## src/rtl/time_keeper_ctrl.sv

```systemverilog
// rtl/time_keeper_ctrl.sv - BCD time-of-day sequencer arbitrating 1 Hz tick, adjust buttons and load port
// Load port is functional only when TIME_LOAD_EN is defined.
module time_keeper_ctrl #(
    parameter int TICK_DIV = 31_500_000
) (
    input  logic        i_clk,
    input  logic        i_reset_n,
    input  logic        i_adj_hrs,
    input  logic        i_adj_min,
    input  logic        i_adj_sec,
    input  logic        i_load_valid,
    input  logic [23:0] i_load_data,
    output logic        o_load_ready,
    output logic        o_load_err,
    output logic [7:0]  o_hrs,
    output logic [7:0]  o_mins,
    output logic [7:0]  o_secs,
    output logic        o_sec_tick
);
    localparam int PW = (TICK_DIV > 2) ? $clog2(TICK_DIV) : 1;
    localparam logic [PW-1:0] PRESC_MAX = PW'(TICK_DIV - 1);

    typedef enum logic [1:0] {S_IDLE, S_CARRY_MIN, S_CARRY_HR} state_t;

    state_t        r_state, w_state_nxt;
    logic [7:0]    r_hrs, r_mins, r_secs;
    logic [7:0]    w_hrs_nxt, w_mins_nxt, w_secs_nxt;
    logic [PW-1:0] r_presc;
    logic          r_tick_pend, r_sec_pend, r_min_pend, r_hrs_pend;
    logic          r_sec_tick, r_load_err;
    logic          w_wrap, w_idle, w_load_acc, w_load_ok;
    logic          w_gnt_tick, w_gnt_sec, w_gnt_min, w_gnt_hrs;
    logic          w_clr_all, w_tick_evt, w_err_evt;

    // Top value wraps to 00; otherwise a units digit of 9 rolls into the tens digit.
    function automatic logic [7:0] bcd_inc(input logic [7:0] v, input logic [7:0] top);
        if (v == top)
            return 8'h00;
        else if (v[3:0] == 4'd9)
            return {v[7:4] + 4'd1, 4'd0};
        else
            return {v[7:4], v[3:0] + 4'd1};
    endfunction

    assign w_wrap = (r_presc == PRESC_MAX);
    assign w_idle = (r_state == S_IDLE);

    assign w_load_ok = (i_load_data[3:0]   <= 4'd9) && (i_load_data[7:4]   <= 4'd5) &&
                       (i_load_data[11:8]  <= 4'd9) && (i_load_data[15:12] <= 4'd5) &&
                       (((i_load_data[23:20] <  4'd2) && (i_load_data[19:16] <= 4'd9)) ||
                        ((i_load_data[23:20] == 4'd2) && (i_load_data[19:16] <= 4'd3)));

`ifdef TIME_LOAD_EN
    assign w_load_acc   = i_load_valid & w_idle;
    assign o_load_ready = w_idle;
`else
    logic w_unused_load;
    assign w_unused_load = i_load_valid;
    assign w_load_acc    = 1'b0;
    assign o_load_ready  = 1'b0;
`endif

    always_comb begin
        w_state_nxt = r_state;
        w_hrs_nxt   = r_hrs;
        w_mins_nxt  = r_mins;
        w_secs_nxt  = r_secs;
        w_gnt_tick  = 1'b0;
        w_gnt_sec   = 1'b0;
        w_gnt_min   = 1'b0;
        w_gnt_hrs   = 1'b0;
        w_clr_all   = 1'b0;
        w_tick_evt  = 1'b0;
        w_err_evt   = 1'b0;
        case (r_state)
            S_IDLE: begin
                if (w_load_acc) begin
                    if (w_load_ok) begin
                        w_hrs_nxt  = i_load_data[23:16];
                        w_mins_nxt = i_load_data[15:8];
                        w_secs_nxt = i_load_data[7:0];
                        w_clr_all  = 1'b1;
                    end else begin
                        w_err_evt = 1'b1;
                    end
                end else if (r_tick_pend) begin
                    w_gnt_tick = 1'b1;
                    w_tick_evt = 1'b1;
                    w_secs_nxt = bcd_inc(r_secs, 8'h59);
                    if (r_secs == 8'h59)
                        w_state_nxt = S_CARRY_MIN;
                end else if (r_sec_pend) begin
                    w_gnt_sec  = 1'b1;
                    w_secs_nxt = bcd_inc(r_secs, 8'h59);
                end else if (r_min_pend) begin
                    w_gnt_min  = 1'b1;
                    w_mins_nxt = bcd_inc(r_mins, 8'h59);
                end else if (r_hrs_pend) begin
                    w_gnt_hrs  = 1'b1;
                    w_hrs_nxt  = bcd_inc(r_hrs, 8'h23);
                end
            end
            S_CARRY_MIN: begin
                w_mins_nxt  = bcd_inc(r_mins, 8'h59);
                w_state_nxt = (r_mins == 8'h59) ? S_CARRY_HR : S_IDLE;
            end
            S_CARRY_HR: begin
                w_hrs_nxt   = bcd_inc(r_hrs, 8'h23);
                w_state_nxt = S_IDLE;
            end
            default: w_state_nxt = S_IDLE;
        endcase
    end

    // Pending bits: a new request on the same edge as its grant keeps the bit set.
    always_ff @(posedge i_clk or negedge i_reset_n) begin
        if (!i_reset_n) begin
            r_state     <= S_IDLE;
            r_hrs       <= 8'h00;
            r_mins      <= 8'h00;
            r_secs      <= 8'h00;
            r_presc     <= '0;
            r_tick_pend <= 1'b0;
            r_sec_pend  <= 1'b0;
            r_min_pend  <= 1'b0;
            r_hrs_pend  <= 1'b0;
            r_sec_tick  <= 1'b0;
            r_load_err  <= 1'b0;
        end else begin
            r_state     <= w_state_nxt;
            r_hrs       <= w_hrs_nxt;
            r_mins      <= w_mins_nxt;
            r_secs      <= w_secs_nxt;
            r_presc     <= (w_clr_all || w_wrap) ? '0 : r_presc + PW'(1);
            r_tick_pend <= w_wrap    | (r_tick_pend & ~(w_gnt_tick | w_clr_all));
            r_sec_pend  <= i_adj_sec | (r_sec_pend  & ~(w_gnt_sec  | w_clr_all));
            r_min_pend  <= i_adj_min | (r_min_pend  & ~(w_gnt_min  | w_clr_all));
            r_hrs_pend  <= i_adj_hrs | (r_hrs_pend  & ~(w_gnt_hrs  | w_clr_all));
            r_sec_tick  <= w_tick_evt;
            r_load_err  <= w_err_evt;
        end
    end

    assign o_hrs      = r_hrs;
    assign o_mins     = r_mins;
    assign o_secs     = r_secs;
    assign o_sec_tick = r_sec_tick;
    assign o_load_err = r_load_err;

endmodule

```

## config.mk

```make
export PLATFORM = sky130hd
export DESIGN_NAME = time_keeper_ctrl
export DESIGN_NICKNAME = d
export VERILOG_FILES = /design/src/rtl/time_keeper_ctrl.sv
export SDC_FILE = /design/constraint.sdc
export NUM_CORES = 1
export LEC_CHECK = 0
export BUFFER_PORTS_ARGS = -buffer_cell sky130_fd_sc_hd__buf_2
export CORE_UTILIZATION = 45
export DETAILED_ROUTE_END_ITERATION = 7
export PLACE_DENSITY = 0.76
export SYNTH_ARGS = -nofsm -noshare
export SYNTH_HDL_FRONTEND = slang
export SYNTH_SLANG_ARGS = --single-unit
```

## constraint.sdc

```tcl
create_clock -name i_clk -period 1.8 [get_ports i_clk]
set_clock_uncertainty 0.2 [all_clocks]
set_input_delay 0.09 -clock i_clk [delete_from_list [all_inputs] [get_ports i_clk]]
set_output_delay 0.09 -clock i_clk [all_outputs]
set_load 0.02 [all_outputs]
```

Yosys cells after proc, flatten, opt, wreduce, memory -nomap -nowiden
Index checks and enable logic that the tools add are counted.

word-level totals
  output and inout port bits = 27
  register bits after elaboration = 56
  logic and storage cells = 89

cells by class
  muxes and demuxes = 36
  bitwise operators = 12
  $add $sub $neg = 7
  equality and inequality tests = 16
  reduce and logical (&&, ||, !) cells = 8

operators with widths
  kind                                                                     number
  8-bit 2-to-1 mux                                                         15
  8-bit case mux with 2 select lines                                       2
  25-bit by 1-bit adder with 25-bit output, second input constant          1
  25-bit == test, second input constant                                    1
  25-bit 2-to-1 mux                                                        1
  4-bit by 1-bit adder with 4-bit output, second input constant            6
  8-bit by 7-bit == test with 1-bit output, second input constant          2
  1-bit 2-to-1 mux                                                         14
  4-bit == test, second input constant                                     3
  2-bit inequality test, second input constant                             6
  8-bit by 6-bit == test with 1-bit output, second input constant          1
  2-bit 2-to-1 mux                                                         3
  2-bit nonzero test                                                       3
  5-bit AND reduction                                                      1
  1-bit AND                                                                4
  1-bit inverter                                                           4
  1-bit OR                                                                 4
  2-bit case mux with 2 select lines                                       1
  2-bit AND reduction                                                      2
  4-bit AND reduction                                                      1
  2-bit by 1-bit == test with 1-bit output, second input constant          1
  2-bit == test, second input constant                                     1
  2-bit zero test                                                          1
  2-bit by 1-bit inequality test with 1-bit output, second input constant  1

Depth between registers and ports, before layout
  word-level depth = 8
  mapped depth = 7
  depth with buffers taken out = 6

Worst setup path after synthesis
Ideal clock, no wire load.

  path kind = reg2reg
  start = register r_mins[0], in the netlist o_mins[0]
  end = register r_mins[7], in the netlist o_mins[7]
  period minus slack after synthesis = 1.956 ns
  slack = -0.156 ns
  data required time = 1.534 ns
  data arrival time = 1.690 ns
  cell stages (with the launch flop) = 7
  library setup time = 0.066 ns
  cell sequence = dfrtp_1 ha_1 and3b_1 buf_2 o211ai_1 or4_1 nand2_1

between the ends
  longest elaborated chain between the ends = 7
  elaborated cells on any way between the ends = 8
  classes of those cells = eq/ne (2); mux (6)

RTL lines
  item                                    RTL line  source
  start, declared                         26        logic [7:0] r_hrs, r_mins, r_secs;
  start signal, assigned                  132       r_mins <= w_mins_nxt;
  4-bit == test                           39        else if (v[3:0] == 4'd9)
  8-bit 2-to-1 mux                        n/a
  8-bit 2-to-1 mux (*)                    37        if (v == top)
  8-bit 2-to-1 mux                        95        end else if (r_min_pend) begin
  8-bit 2-to-1 mux                        92        end else if (r_sec_pend) begin
  8-bit 2-to-1 mux                        86        end else if (r_tick_pend) begin
  8-bit case mux with 2 select lines (*)  75        case (r_state)

Mark *: on every way between the ends. The rest lies on a longest branch, timed or not. The select of a mux whose other input is x is not followed.
A chain may end at the register's enable or synchronous reset.

Worst setup path after layout
  start = register r_secs[1], in the netlist o_secs[1]
  end = register r_secs[4], in the netlist o_secs[4]

between the ends
  longest elaborated chain between the ends = 5
  elaborated cells on any way between the ends = 6
  classes of those cells = eq/ne (2); mux (4)

RTL lines
  item                    RTL line  source
  start, declared         26
  start signal, assigned  133       r_secs <= w_secs_nxt;
  4-bit == test           39
  8-bit 2-to-1 mux        n/a
  8-bit 2-to-1 mux (*)    37
  8-bit 2-to-1 mux        92
  8-bit 2-to-1 mux (*)    86

Marked as above.

==> flow_results.xml <==
<?xml version="1.0" encoding="UTF-8"?>
<metrics>
  <group name="run_status">
    <metric name="result_of_the_run" unit="">finished, final reports clean</metric>
  </group>
  <group name="route">
    <metric name="drc" unit="">0</metric>
    <metric name="drtIter0Drc" unit="">92</metric>
    <metric name="ant_nets" unit="">0</metric>
    <metric name="wire_per_inst" unit="um">14.7</metric>
    <metric name="postRouteWirelength" unit="mm">6.32</metric>
    <metric name="detail_route.first_pass.iterations" unit="">4</metric>
    <metric name="route.vias.total" unit="">2377</metric>
    <metric name="avgViaCountPerCell" unit="">5.53</metric>
  </group>
  <group name="setup_path">
    <metric name="crit_chain" unit="">inv_2, ha_4, nand3b_1, nor3_4, buf_4, mux2_2</metric>
    <metric name="critical_path.slowest_cell" unit="">dfrtp_1</metric>
    <metric name="cp-endpoint" unit="">o_secs[4]</metric>
    <metric name="largest_fanout_on_the_critical_path" unit="">3</metric>
    <metric name="critical_path.max_stage_delay" unit="ns">0.42</metric>
    <metric name="worstSetupStartpoint" unit="">o_secs[1]</metric>
    <metric name="worst-endpoint-required" unit="ns">1.79</metric>
    <metric name="regToRegStartpoint" unit="">o_secs[1]</metric>
    <metric name="endpoint_kind" unit="">flip-flop</metric>
    <metric name="cp_num_buf_inv" unit="">2</metric>
    <metric name="critPathTopFamily" unit="">flip-flops</metric>
    <metric name="ff2ff_path_depth" unit="">6</metric>
    <metric name="setup.worst_path.start_class" unit="">flip-flop</metric>
    <metric name="crit-reg2reg-capture" unit="">o_secs[4]</metric>
    <metric name="timing_worst_setup_path_type" unit="">flip-flop to flip-flop</metric>
    <metric name="worst-path-stages" unit="">6</metric>
    <metric name="critPathArrivalTime" unit="ns">1.79</metric>
    <metric name="worst-r2r-setup-slack" unit="ns">0.004</metric>
  </group>
  <group name="job">
    <metric name="max-cap-violations" unit="">0</metric>
  </group>
  <group name="die">
    <metric name="die_width" unit="um">82.1</metric>
    <metric name="boundaryPins" unit="">57</metric>
    <metric name="die-height" unit="um">82.1</metric>
    <metric name="dieArea" unit="sq um">6740</metric>
    <metric name="row_count" unit="">28</metric>
    <metric name="core" unit="sq um">6060</metric>
    <metric name="initial_utilization" unit="">0.476</metric>
  </group>
  <group name="logic_synthesis">
    <metric name="synthesis.area_per_instance" unit="sq um">10.2</metric>
    <metric name="yosysTopAreaCell" unit="">dfrtp_1</metric>
    <metric name="synth.yosys.seq_area_share" unit="">0.485</metric>
    <metric name="yosys.area.top_type_share" unit="">0.485</metric>
    <metric name="yosysUniqueCellTypes" unit="">47</metric>
    <metric name="synthCells" unit="">282</metric>
    <metric name="ys_async_sr_fraction" unit="">1.00</metric>
    <metric name="syn-cell-area" unit="sq um">2890</metric>
    <metric name="synth_enable_flop_cells" unit="">0</metric>
    <metric name="ys_ff_latch" unit="">56</metric>
    <metric name="cell_with_the_most_instances_after_synthesis" unit="">dfrtp_1</metric>
    <metric name="synth.area.top_cells" unit="">dfrtp_1 49%, ha_1 5.6%, xnor2_1 3.9%, o21ai_0 3.5%, nand3_1 2.8%</metric>
    <metric name="top_flip_flop_cell_by_instance_count_after_synthesis" unit="">dfrtp_1</metric>
    <metric name="yosys_warnings" unit="">0</metric>
    <metric name="synth.top_cells.by_count" unit="">56 x dfrtp_1, 21 x nand2_1, 20 x nor2_1, 20 x o21ai_0, 16 x nand3_1</metric>
  </group>
  <group name="sta">
    <metric name="grt_setup_unrepaired" unit="">yes</metric>
    <metric name="setup_slack" unit="ns">0.00421</metric>
    <metric name="layout_min_cycle_time" unit="ns">1.80</metric>
    <metric name="final_hold_viol_count" unit="">0</metric>
    <metric name="slew_violations" unit="">0</metric>
    <metric name="report.final.setup_viol" unit="">0</metric>
    <metric name="fin_crit_sh" unit="">0.998</metric>
    <metric name="setup-tns-final" unit="ns">0</metric>
    <metric name="final.hold.worst_slack" unit="ns">0.0571</metric>
    <metric name="fmax" unit="MHz">557</metric>
  </group>
  <group name="placed_design">
    <metric name="portBuffers" unit="">29</metric>
    <metric name="globalplace.congestion" unit="">0.824</metric>
    <metric name="place.detailed.hpwl" unit="mm">4.27</metric>
    <metric name="dpl-instance-area" unit="sq um">3310</metric>
    <metric name="post-place-cells" unit="">408</metric>
    <metric name="detailedPlace.worstSlack" unit="ns">-0.0179</metric>
  </group>
  <group name="clocking">
    <metric name="tritoncts.num_buffers" unit="">5</metric>
    <metric name="tritoncts" unit="">built</metric>
    <metric name="clk_pin_slew" unit="ns">0.10</metric>
    <metric name="skew_pair_late_insertion_delay" unit="ns">0.30</metric>
    <metric name="cell_at_the_root_of_the_clock_tree" unit="">clkbuf_8</metric>
    <metric name="tritoncts_num_sinks" unit="">56</metric>
    <metric name="cts_h_tree_lvls" unit="">2</metric>
    <metric name="ctsLongestPathBuffers" unit="">2</metric>
  </group>
  <group name="global_route">
    <metric name="grt_first_pass_wirelength" unit="mm">10.2</metric>
    <metric name="number_of_antenna_violations_at_the_first_check_in_global_routing" unit="">0</metric>
    <metric name="globalRouteTotalUtil" unit="">0.195</metric>
    <metric name="grt.overflow.total" unit="">0</metric>
    <metric name="grt_pass1_vias" unit="">2281</metric>
    <metric name="pin_count_of_the_biggest_net_entering_global_routing" unit="">40</metric>
  </group>
  <group name="hold_path">
    <metric name="min-delay-path-class" unit="">input port to asynchronous set/reset pin</metric>
  </group>
  <group name="power_and_ir_drop">
    <metric name="p_leak" unit="nW">1.71</metric>
    <metric name="power.density_cell_area" unit="nW/um^2">982</metric>
    <metric name="ir_worst_vdd" unit="V">0.000840</metric>
    <metric name="power" unit="mW">3.57</metric>
  </group>
  <group name="cells_and_area">
    <metric name="drive_gt1_frac" unit="">0.296</metric>
    <metric name="syn_to_final_growth" unit="%">25.9</metric>
    <metric name="antenna-diode-count" unit="">0</metric>
    <metric name="fin_cells" unit="">430</metric>
    <metric name="design.final.nets" unit="">397</metric>
    <metric name="finished_core_util" unit="">0.600</metric>
    <metric name="fillerInstances" unit="">484</metric>
    <metric name="finalInstanceArea" unit="sq um">3630</metric>
  </group>
</metrics>
state kept, by name, summed over array words and instances (netlist names):
signal,flops
o_hrs,8
o_mins,8
o_sec_tick,1
o_secs,8
r_hrs_pend,1
r_min_pend,1
r_presc,25
r_sec_pend,1
r_state,2
r_tick_pend,1
repair_timing:
item,4_1_cts,5_1_grt
hold buffers,4,0
buffers inserted,1,8
cloned,0,1
pin swaps,0,8
gates resized for setup,3,27
endpoints found under the setup margin,13,31
endpoints found under the hold margin,59,0
cells in the final DEF, fill, tap and decap left out, types with 4 or more instances in the layout:
master	n
inv_1	12
buf_4	36
a21o_1	4
and4_1	5
xnor2_1	13
buf_2	30
dfrtp_1	50
o21ai_0	16
nand3_1	16
mux2_2	4
ha_1	11
and3_1	9
a21oi_1	4
o21ai_1	5
o31ai_1	6
clkbuf_8	6
nand2_1	21
xor2_1	7
nand4_1	11
nor2_1	19
dfrtp_2	6
dlygate4sd3_1	4
cells by family after synthesis:
logic type,Yosys count,share of synthesized area
compound gates,46,0.0993
simple gates,118,0.236
mux,8,0.0299
flops,56,0.485
other cells,1,0.00130
fa+ha+maj,13,0.0564
buf+inv,20,0.0312
xor+xnor,20,0.0607
how the worst min path moves through the flow:
stage,end,cells after the start,start,slack (ns)
after global routing,r_presc[0],2,i_reset_n,0.11
after CTS,r_presc[1],2,i_reset_n,0.05
after floorplan,o_hrs[0],0,i_reset_n,-0.41
after detailed placement,o_secs[0],1,i_reset_n,-0.15
final,r_presc[1],2,i_reset_n,0.06
after global placement,o_secs[5],1,i_reset_n,-0.15
report_power, final:
| group | total [mW] | switching, mW | leakage [nW] | internal [mW] |
|---|---|---|---|---|
| clock | 0.705 | 0.389 | 0.0455 | 0.315 |
| combinational | 1.17 | 0.662 | 0.943 | 0.512 |
| sequential | 1.69 | 0.242 | 0.723 | 1.45 |
cell type report:
| type | instances | area (sq um) | area share |
|---|---|---|---|
| multi-input cells | 207 | 1510 | 0.416 |
| inverters | 13 | 48.8 | 0.0134 |
| clock buffers | 8 | 90.1 | 0.0248 |
| repair buffers | 71 | 480 | 0.132 |
| flip-flops and latches | 56 | 1410 | 0.388 |
| well taps | 75 | 93.8 | 0.0258 |
per-layer routing:
layer / GRT usage / share of wire
met5: 0 / 0
met4: 0.0667 / 0.012
met3: 0.0341 / 0.031
met2: 0.332 / 0.49
met1: 0.249 / 0.47
Power figures use the tool's default switching activity.
